<file path="config.mk">
export PLATFORM = sky130hd
export DESIGN_NAME = ram_fifo_ctrl
export DESIGN_NICKNAME = d
export VERILOG_FILES = /design/src/rtl/ram_fifo_ctrl.sv
export SDC_FILE = /design/constraint.sdc
export NUM_CORES = 1
export LEC_CHECK = 0
export CAP_MARGIN = 15
export CORE_MARGIN = 2
export CORE_UTILIZATION = 47
export CTS_CLUSTER_SIZE = 28
export DETAILED_ROUTE_END_ITERATION = 16
export HOLD_SLACK_MARGIN = 0.12
export PLACE_DENSITY = 0.75
export SLEW_MARGIN = 30
export SYNTH_ARGS = -nofsm -noshare
export SYNTH_HDL_FRONTEND = slang
export SYNTH_SLANG_ARGS = --single-unit
</file>
<file path="constraint.sdc">
create_clock -name clk -period 2.83 [get_ports clk]
set_input_delay 0.283 -clock clk [delete_from_list [all_inputs] [get_ports clk]]
set_output_delay 0.283 -clock clk [all_outputs]
set_load 0.005 [all_outputs]
</file>
<file path="src/rtl/ram_fifo_ctrl.sv">
// Valid/ready FIFO controller for a registered-read dual-port RAM, with a 2-entry FWFT output buffer.
// Latency 3 cycles from accept to out_valid when empty; in_ready drops when DEPTH words sit in RAM.
module ram_fifo_ctrl #(
   parameter int WIDTH = 8,
   parameter int DEPTH = 16,
   parameter int ADDR  = 4
) (
   input  logic              clk,
   input  logic              rst,
   input  logic              in_valid,
   output logic              in_ready,
   input  logic [WIDTH-1:0]  in_data,
   output logic              out_valid,
   input  logic              out_ready,
   output logic [WIDTH-1:0]  out_data,
   output logic [ADDR+1:0]   level,
   output logic              ram_we,
   output logic [ADDR-1:0]   ram_wr_addr,
   output logic [WIDTH-1:0]  ram_wr_data,
   output logic              ram_re,
   output logic [ADDR-1:0]   ram_rd_addr,
   input  logic [WIDTH-1:0]  ram_d_out
);

   localparam logic [ADDR:0] FULL_CNT = (ADDR+1)'(DEPTH);

   logic [ADDR:0]     wr_ptr;
   logic [ADDR:0]     rd_ptr;
   logic [ADDR:0]     mem_cnt;
   logic              rd_pend;
   logic [1:0]        out_cnt;
   logic [WIDTH-1:0]  obuf [2];
   logic              pop;
   logic [2:0]        occ_next;
   logic [1:0]        slot;

   assign mem_cnt  = wr_ptr - rd_ptr;
   assign pop      = out_valid & out_ready;
   // Output-buffer occupancy after this cycle's pop and any capture of the in-flight read.
   assign occ_next = {1'b0, out_cnt} + {2'b00, rd_pend} - {2'b00, pop};
   assign slot     = out_cnt - {1'b0, pop};

   assign in_ready    = !rst && (mem_cnt != FULL_CNT);
   assign ram_we      = in_valid & in_ready;
   assign ram_wr_addr = wr_ptr[ADDR-1:0];
   assign ram_wr_data = in_data;

   // Only issue a read if the word will have a free obuf slot when it lands.
   assign ram_re      = !rst && (mem_cnt != '0) && (occ_next < 3'd2);
   assign ram_rd_addr = rd_ptr[ADDR-1:0];

   assign out_valid = (out_cnt != 2'd0);
   assign out_data  = obuf[0];
   assign level     = (ADDR+2)'(mem_cnt) + (ADDR+2)'(rd_pend) + (ADDR+2)'(out_cnt);

   always_ff @(posedge clk) begin
      if (rst) begin
         wr_ptr  <= '0;
         rd_ptr  <= '0;
         rd_pend <= 1'b0;
         out_cnt <= 2'd0;
         obuf[0] <= '0;
         obuf[1] <= '0;
      end else begin
         if (ram_we) wr_ptr <= wr_ptr + 1'b1;
         if (ram_re) rd_ptr <= rd_ptr + 1'b1;
         rd_pend <= ram_re;
         out_cnt <= occ_next[1:0];
         if (pop) obuf[0] <= obuf[1];
         // Capture overrides the shift when the returning word becomes the new head.
         if (rd_pend) begin
            if (slot == 2'd0) obuf[0] <= ram_d_out;
            else              obuf[1] <= ram_d_out;
         end
      end
   end

endmodule

</file>
==> results.tsv <==
stage	metric	value	unit
floorplan	Initial Util	49.7	%
worst_setup_path	Worst Path Required	2.55	ns
worst_setup_path	Worst Path Max Fanout	4	
placement	PortBufs	37	
power	Final Total Pwr	2240	µW
detailed_routing	DR DRC count	0	
clocking	Skew-Pair Late Insertion Delay	0.28	ns
synthesis	Ys Warns	0	
grt	GRT overflow	0	
synthesis	Post-synth top cells	buf_4 (24), edfxtp_1 (16)	
synthesis	number of synthesized flops with an enable pin	16	
timing	post-route minimum period	2.75	ns
run_status	status	completed	
clocking	hold buffer count at cts	0	
grt	pin count of the biggest net entering global routing	17	
detailed_routing	DR vias/cell	5.28	
grt	first-pass GRT wire length	6.04	mm
clocking	CTS buffer count	5	
detailed_routing	per-cell routed wire length	14.0	µm
timing	Max-slew headroom	59.9	%
placement	GPL Wtd Cong	0.833	
final_layout	ANT cells	0	
clocking	CTS Root Cell	clkbuf_8	
timing	Worst Skew	0.00644	ns
synthesis	Synth Cell Area	1860	µm²
detailed_routing	Pre-antenna DRT Iters	4	
synthesis	share of synthesized registers carrying an async set or reset	0	%
final_layout	final instance area	2340	µm²
floorplan	Die ar.	4480	µm²
floorplan	# IOs	54	
floorplan	core area	3740	µm²
final_layout	layout cells sized above 1	21.4	%
worst_setup_path	Critical Path Sink Type	primary output	
clocking	clk buf depth	2	
clocking	CTS clk-pin slew, worst paths	0.06	ns
floorplan	Die X	66.9	µm
synthesis	top post-synthesis cells by area	edfxtp_1 (26%), dfxtp_1 (14%), buf_4 (9.7%), ha_1 (6.0%), fa_1 (4.3%)	
timing	Fmax	364	MHz
synthesis	Mean Syn Cell Area	9.80	µm²
synthesis	most frequent cell after synthesis	buf_4	
floorplan	die height	66.9	µm
synthesis	syn_nets	223	
final_layout	fill count	319	
synthesis	Syn Inst Count	190	
synthesis	Synth Flop Type	edfxtp_1	
worst_setup_path	worst setup path class	flip-flop to primary output	
worst_setup_path	crit start category	flip-flop	
synthesis	top-area cell type share of the netlist area	25.8	%
power	peak supply drop	0.474	mV
min_path	Worst Hold Class	flip-flop to flip-flop	
detailed_routing	Antenna Nets Post-Route	0	
final_layout	Area Overhead vs Synth	25.8	%
timing	final hold violations	0	
timing	Tcrit/Tclk final	97.1	%
power	pwr dens	958	nW/µm²
job	Max Cap Viol	0	
detailed_routing	DR vias	1435	
power	Leak Pwr	0.000911	µW
final_layout	nets	256	
timing	actual slew at the worst max-slew pin	0.600	ns
grt	initial antenna violation count	0	
synthesis	Yosys reg bits	29	
grt	vias in the first global route	1404	
synthesis	post-synth top area cell	edfxtp_1	
grt	GRT Util Overall	18.5	%
placement	Cell Area, Placed	2180	µm²
detailed_routing	Initial DRC Count	47	
floorplan	# rows	22	
placement	post-DP HPWL	2.89	mm
synthesis	post-synth cell types	33	
detailed_routing	Routed Wire Length	3.82	mm
timing	Max Slew Vio Count	0	
clocking	CTS tree	yes	
worst_setup_path	critical path data arrival time	2.47	ns
clocking	H-tree depth	2	
clocking	# clock sinks	29	
timing	final setup vio count	0	
synthesis	Seq/Total Area, Yosys	39.8	%
timing	final hold slack	0.501	ns
[area by class of cell]
cell class,count,area [µm²],area share [%]
Multi-Input combinational cell,120,913,39.0
Sequential cell,29,743,31.7
Timing Repair Buffer,56,503,21.5
Clock buffer,5,68.8,2.94
Tap cell,48,60.1,2.56
Inverter,11,41.3,1.76
Clock inverter,3,12.5,0.534
[logic make-up (layout without fill, tap and decap cells)]
logic type / Yosys count / after routing / share of synthesized area, %
mux: 8 / 8 / 4.30
simple gates: 62 / 62 / 18.8
fa+ha+maj: 13 / 13 / 10.3
buf+inv: 41 / 75 / 14.0
xor+xnor: 8 / 8 / 3.76
compound gates: 29 / 29 / 9.00
flops: 29 / 29 / 39.8
[repair_timing]
action | 4_1_cts | 5_1_grt
setup endpoints to repair | 7 | 4
resized for setup | 20 | 9
pin swaps | 3 | 5
setup buffers | 3 | 4
[flip-flops by register name (all words and copies together) (netlist names)]
register  count
rd_pend       1
rd_ptr        5
obuf         16
out_cnt       2
wr_ptr        5
[power breakdown]
group	switching, µW	internal [µW]
registers	43.6	575
logic	597	716
clock network	147	165
[critical path, cell delays in order, from the launching register on]
cell	delay, ns
dfxtp_2	0.32
inv_2	0.06
ha_4	0.13
inv_2	0.04
fa_2	0.51
fa_2	0.39
xnor2_1	0.19
clkdlybuf4s50_1	0.54
[layer usage]
layer / global-route usage, % / routed length, µm / up-vias
li1: - / - / 700
met1: 20.0 / 1580 / 680
met2: 30.0 / 1900 / 43
met3: 7.60 / 228 / 12
met4: 11.0 / 110 / 0
met5: 0 / 0 / -
[path summary, 6_finish.rpt]
path,start,depth (start not counted),end,slack [ns]
worst max-delay path,wr_ptr[0],7,level[2],0.08
worst min register to register,wr_ptr[4],2,wr_ptr[4],0.50
worst max register to register,wr_ptr[0],12,wr_ptr[4],0.23
worst min-delay path,wr_ptr[4],2,wr_ptr[4],0.50
[placed cells by master (no fill, tap or decap), types with 2 or more instances in the layout]
cell,netlist,routed
dfxtp_2,0,2
or3_2,2,2
dlygate4sd2_1,0,3
a21oi_1,13,12
nand4_1,5,5
inv_1,11,9
fa_2,0,2
ha_1,9,8
clkbuf_8,0,5
or2_2,3,3
or3_1,7,7
clkdlybuf4s50_1,0,31
xnor2_1,4,4
edfxtp_1,16,16
fa_1,4,2
o21ai_2,0,2
and2_1,9,9
nor2_1,13,13
nand3b_1,4,4
mux2i_1,8,8
dfxtp_1,13,11
nand2_1,4,4
xor2_1,4,4
nand2b_1,2,2
nor2b_1,4,4
nor3_1,4,3
buf_4,24,18
clkinv_1,0,2
o21ai_0,13,11
inv_2,0,2
[metrics by stage]
step	setup TNS (ns)	std cells	utilization, %	setup slack (ns)
after floorplan	0	190	-	0.521
after global placement	-0.0938	258	58.2	-0.0938
after detailed placement	-0.204	258	58.2	-0.204
after CTS	-0.0822	269	61.4	-0.0822
after global routing	-0.0267	272	62.6	-0.0118
final	0	272	62.6	0.0812
(Power assumes the default switching activity.)
